<file path="config.mk">
export PLATFORM = sky130hd
export DESIGN_NAME = countdown_timer
export DESIGN_NICKNAME = d
export VERILOG_FILES = /design/src/rtl/countdown_timer.sv
export SDC_FILE = /design/constraint.sdc
export NUM_CORES = 1
export LEC_CHECK = 0
export ABC_AREA = 0
export ABC_CLOCK_PERIOD_IN_PS = 1700
export BUFFER_PORTS_ARGS = -buffer_cell sky130_fd_sc_hd__buf_2
export CORE_MARGIN = 3
export CORE_UTILIZATION = 25
export DETAILED_ROUTE_END_ITERATION = 10
export PLACE_DENSITY = 0.51
export SYNTH_ARGS = -nofsm -noshare
export SYNTH_HDL_FRONTEND = slang
export SYNTH_SLANG_ARGS = --single-unit
</file>
<file path="constraint.sdc">
create_clock -name clk -period 1.7 [get_ports clk]
set_clock_uncertainty 0.05 [all_clocks]
set_input_delay 0.17 -clock clk [delete_from_list [all_inputs] [get_ports clk]]
set_output_delay 0.17 -clock clk [all_outputs]
set_load 0.01 [all_outputs]
</file>
<file path="src/rtl/countdown_timer.sv">
// Countdown timer: loads a start value, subtracts dec on each enabled
// cycle with saturation at zero, then pulses done for one cycle.
module countdown_timer #(
   parameter int N = 8,
   parameter int M = 1
) (
   input  logic         clk,
   input  logic         reset,
   input  logic         load,
   input  logic [N-1:0] load_val,
   input  logic         en,
   input  logic [M-1:0] dec,
   input  logic         abort,
   output logic [N-1:0] q,
   output logic         busy,
   output logic         done,
   output logic         zero
);

   typedef enum logic [1:0] {
      IDLE = 2'd0,
      RUN  = 2'd1,
      DONE = 2'd2
   } state_t;

   state_t       state, state_d;
   logic [N-1:0] q_d;
   logic [N-1:0] dec_ext;

   // Saturating subtract: results that would go below zero clamp to zero.
   function automatic logic [N-1:0] sat_sub(input logic [N-1:0] a,
                                            input logic [N-1:0] b);
      if (a > b) sat_sub = a - b;
      else       sat_sub = '0;
   endfunction

   assign dec_ext = {{(N-M){1'b0}}, dec};

   // Next-state and next-count decode; abort beats load beats en.
   always_comb begin
      state_d = state;
      q_d     = q;
      if (abort) begin
         state_d = IDLE;
         q_d     = '0;
      end else if (load) begin
         q_d     = load_val;
         state_d = (load_val != '0) ? RUN : DONE;
      end else begin
         case (state)
            RUN: begin
               if (en && (dec_ext != '0)) begin
                  q_d = sat_sub(q, dec_ext);
                  if (q <= dec_ext) state_d = DONE;
               end
            end
            DONE:    state_d = IDLE;
            default: state_d = state;
         endcase
      end
   end

   // State and count registers, cleared immediately by reset.
   always_ff @(posedge clk or negedge reset) begin
      if (!reset) begin
         state <= IDLE;
         q     <= '0;
      end else begin
         state <= state_d;
         q     <= q_d;
      end
   end

   assign busy = (state == RUN);
   assign done = (state == DONE);
   assign zero = (q == '0);

endmodule

</file>
Yosys cells after proc, flatten, opt, wreduce, memory -nomap -nowiden
Cells that the tools add are included.

operators by class
  $add $sub $neg = 1
  equal/unequal tests = 4
  mux-type cells = 11
  magnitude comparators = 2
  reduce and logical (&&, ||, !) cells = 8

operators with widths
  operator                                               count
  2-to-1 mux 8 bit                                       5
  2-to-1 mux 2 bit                                       5
  > comparator 8 x 1 -> 1 bit                            1
  less-or-equal comparator 8 x 1 -> 1 bit                1
  logical NOT 8 bit                                      1
  inequality test 4 x 3 -> 1 bit, second input constant  2
  nonzero test 8 bit                                     1
  subtractor 8 x 1 -> 8 bit                              1
  nonzero test 3 bit                                     2
  one-hot mux 2 bit (2 select lines)                     1
  nonzero test 4 bit                                     1
  AND reduction 3 bit                                    1
  equality test 2 x 1 -> 1 bit, second input constant    1
  equality test 2 bit, second input constant             1
  AND reduction 2 bit                                    1
  logical AND 1 bit                                      1

storage, ports and cells
  output and inout port bits = 11
  flip-flop bits (word level) = 10
  logic and storage cells = 28

Logic depth before layout (Yosys ltp)
  depth in word-level cells = 6
  mapped depth = 7
  mapped depth without buffers = 7

Worst setup path before layout
OpenSTA, ideal clock, no wires.

  kind = reg-to-reg
  start = register q[0]
  end = register q[6]
  stages on the path, launching flop included = 8
  buffers on the path = 0
  path slack = -235 ps
  setup time = 136 ps
  arrival = 1749 ps
  cells stage by stage = dfrtp_1 inv_1 ha_1 ha_1 or3b_2 nor3_1 mux2i_1 o22ai_1

on the way
  word-level cells in the longest chain between the ends = 6
  elaborated cells between the ends (all ways) = 7

RTL lines
  what                                                                      line  RTL
  start: declaration                                                        14    output logic [N-1:0] q,
  start signal: assignment                                                  70    q <= q_d;
  subtractor 8 x 1 -> 8 bit or > comparator 8 x 1 -> 1 bit (tied branches)  33    if (a > b) sat_sub = a - b;
  2-to-1 mux 8 bit (*)                                                      33
  2-to-1 mux 8 bit (*)                                                      52    if (en && (dec_ext != '0)) begin
  2-to-1 mux 8 bit (*)                                                      50    case (state)
  2-to-1 mux 8 bit (*)                                                      46    end else if (load) begin
  2-to-1 mux 8 bit (*)                                                      43    if (abort) begin

Every way passes the cells marked *; elsewhere a longest branch is shown, timed or not. The select of a mux whose other input is x is not followed.
A chain may end at the register's enable or synchronous reset.

Worst setup path in the final report
  start = register q[0]
  end = register q[5]

The elaborated chain is that of the path after synthesis.

==> impl_results.md <==
* Row cnt at 18
* Worst vdd ir at roughly 0.45 mV
* Worst Max-Slew Pin Slew at ~420 ps
* Cell Pwr Density at a little under 700 nW/um^2
* Failing checks: negative setup slack
* Vias in the first global route at 820
* Clock sinks at 10
* Core Area at 2610 sq um
* Clock buffer depth at 2
* Root Buffer: clkbuf_4
* Post-Syn Nets at about 100
* Most common cell in the netlist: dfrtp_1
* Critical path's slowest cell: or4_4
* H-tree levels at 1
* CTS tree: built
* Placed inst area at ~1000 sq um
* Area contributors post-synth: dfrtp_1 35%, ha_1 6.9%, a22oi_1 5.2%, nand2_1 4.1%, o41ai_4 3.8%
* Initial core utilization at 27.7%
* Synth Warn # at 0
* Fmax at about 550 MHz
* Adder-Cell Fraction of Synth Area at between 6 and 7%
* Crit-path cells: inv_2, ha_4, or3b_4, or4_4, a32oi_1, o31ai_1
* CP Buf/Inv Count at 1
* I/O Buffers at 24
* Mapped Area at between 700 and 800 sq um
* I/O pins at 25
* Post-synthesis mux area share at 2.76%
* Fin. Hold Viols at 0
* Total wire length at 2.36 mm
* Final ANT Viol Nets at 0
* Worst setup EP type: flop
* Synth Area in Compound Gates at between 20% and 30%
* Status: finished with violations
* Fin Hold WS at 89.5 ps
* Synth cell types at 31
* Final instance area at 1130 sq um
* Worst skew pair latency at 270 ps
* Register bit total from synthesis at 10
* Average routed wire per standard cell at approximately 15 microns
* Post-Place Setup Slack at -129 ps
* Cells after synthesis at between 80 and 90
* Layout cells sized above 1 at between 40% and 50%
* Slew Viols, Final at 0
* Unrepaired setup endpoints after global routing: true
* Slew HR at between 70% and 80%
* Crit-path max FO at 3
* Area Growth Syn to Fin at 56.0%
* CTS Buf Count at 3
* Congestion Overflow GR at 0
* Fill count at roughly 270
* Top delay family on crit path: simple AND/OR/NAND/NOR gates
* Layout Nets at approximately 150
* # setup viols final at 3
* DR pass1 iterations at 4
* Critical path arrival at ~1900 ps
* Tcrit/Tclk final at 108%
* Worst-path clk slew at 70 ps
* Startpoint types: flop
* Synth area leader: dfrtp_1
* Initial antenna violation count at 0
* DPL Wire Length at approximately 1.8 mm
* CP required at ~1800 ps
* Max Cap Viol at 0
* Yosys top cell area share at 34.5%
* Die W at ~60 microns
* Syn avg cell area at ~8.9 sq um
* GR Util All Layers at 14.7%
* Vias per inst at 5.37
* Initial DRC Count at 34
* Post-synth EDFFs at 0
* Final min period at about 1800 ps
* Drt drc at 0
* Main synth FF type: dfrtp_1
* Antenna diode count at 0
* XOR/XNOR share of the synthesized area at 0%
* Final TNS setup at -230 ps
* Post-synth top cells: 10 x dfrtp_1, 8 x nand2_1, 6 x inv_1
* Via count at between 800 and 900
* First-pass GRT wire length at 3.98 mm
* Seq/Total Area, Yosys at ~35%
* Leak at 0.520 nW
* CP max stage delay at around 420 ps
* Die Area at 3580 sq um
* Worst Hold Class: in2reg
* Largest family of logic cells by synthesized area: compound AO/OA/AOI/OAI gates
* Post-Synth Simple-Gate Area at around a quarter
* Pin count of the biggest net entering global routing at 16
* Power consumption at around 800 uW
* Asr flop ratio synth at 100%
* Gp weighted congestion at between 0.7 and 0.8
* WS Path Type: reg2reg
* Final worst slack at -133 ps
* Die height at 59.8 microns
## stage by stage
stage | utilization (%) | instances
global route | 43.2 | 156
floorplan | - | 81
global placement | 39.7 | 151
finish | 43.2 | 156
detailed placement | 39.7 | 151
CTS | 42.1 | 156
## power breakdown
part,switching [mW],total (mW),internal (mW)
clock network,0.0881,0.170,0.0818
registers,0.0177,0.276,0.258
logic,0.169,0.341,0.172
## registers in the layout, summed over array words and instances (netlist names)
name / flops
q: 8
state: 2
## placed cells by master, fill, tap and decap left out, types with 2 or more instances in the layout
cell and count:
o22ai_1 4, nor2_1 5, ha_4 2, nand2_1 7, buf_4 17, a21oi_1 3, clkbuf_4 3, a22oi_1 5
nor4_1 3, mux2i_1 2, inv_1 5, or3b_4 2, buf_6 2, nor3_4 2, dfrtp_1 10, ha_1 2
buf_2 24, nor2b_1 4, o31ai_1 2
## metal layers
layer | vias up | global-route usage (%) | wire [microns]
met2 | 20 | 23.3 | 1070
met3 | 2 | 5.18 | 142
met4 | 0 | 2.22 | 17
li1 | 402 | - | -
met5 | - | 0 | 0
met1 | 413 | 19.5 | 1120
## tightest hold or removal path: stages
cell     delay, ps
buf_2           90
a32oi_1         50
o31ai_1         60
## cell type report
cell class	instances	area, sq um	share of cell area (%)
Inverter	6	22.5	1.99
Multi-Input combinational cell	63	517	45.7
Sequential cell	10	250	22.1
Clock buffer	3	22.5	1.99
Timing Repair Buffer	44	280	24.8
Tap cell	30	37.5	3.32
## logic make-up (layout without fill, tap and decap cells)
logic type               Yosys count  count (layout)
adder cells (fa/ha/maj)            4               4
AND/OR/NAND/NOR                   33              33
flip-flops                        10              10
multiplexers                       2               2
buffers and inverters              8              53
AO/OA/AOI/OAI                     24              24
## path summary, 6_finish.rpt
kind	startpoint	end	slack, ps	cells after the start
worst max-delay path	q[0]	q[5]	-130	6
worst min-delay path	load_val[5]	q[5]	90	3
worst max register to register	q[0]	q[5]	-130	6
worst min register to register	state[1]	state[1]	540	2
max in group asynchronous	reset	q[7]	1140	2
min in group asynchronous	reset	q[3]	250	2
## what timing repair did
item                                   CTS  global route
setup endpoints to repair                5            10
gates resized for setup                  5             6
endpoints found under the hold margin   10             0
setup buffers                            1             0
hold buffers                             1             0
pin swaps                                3             2
Note: power is estimated with default switching activity, not from simulation.
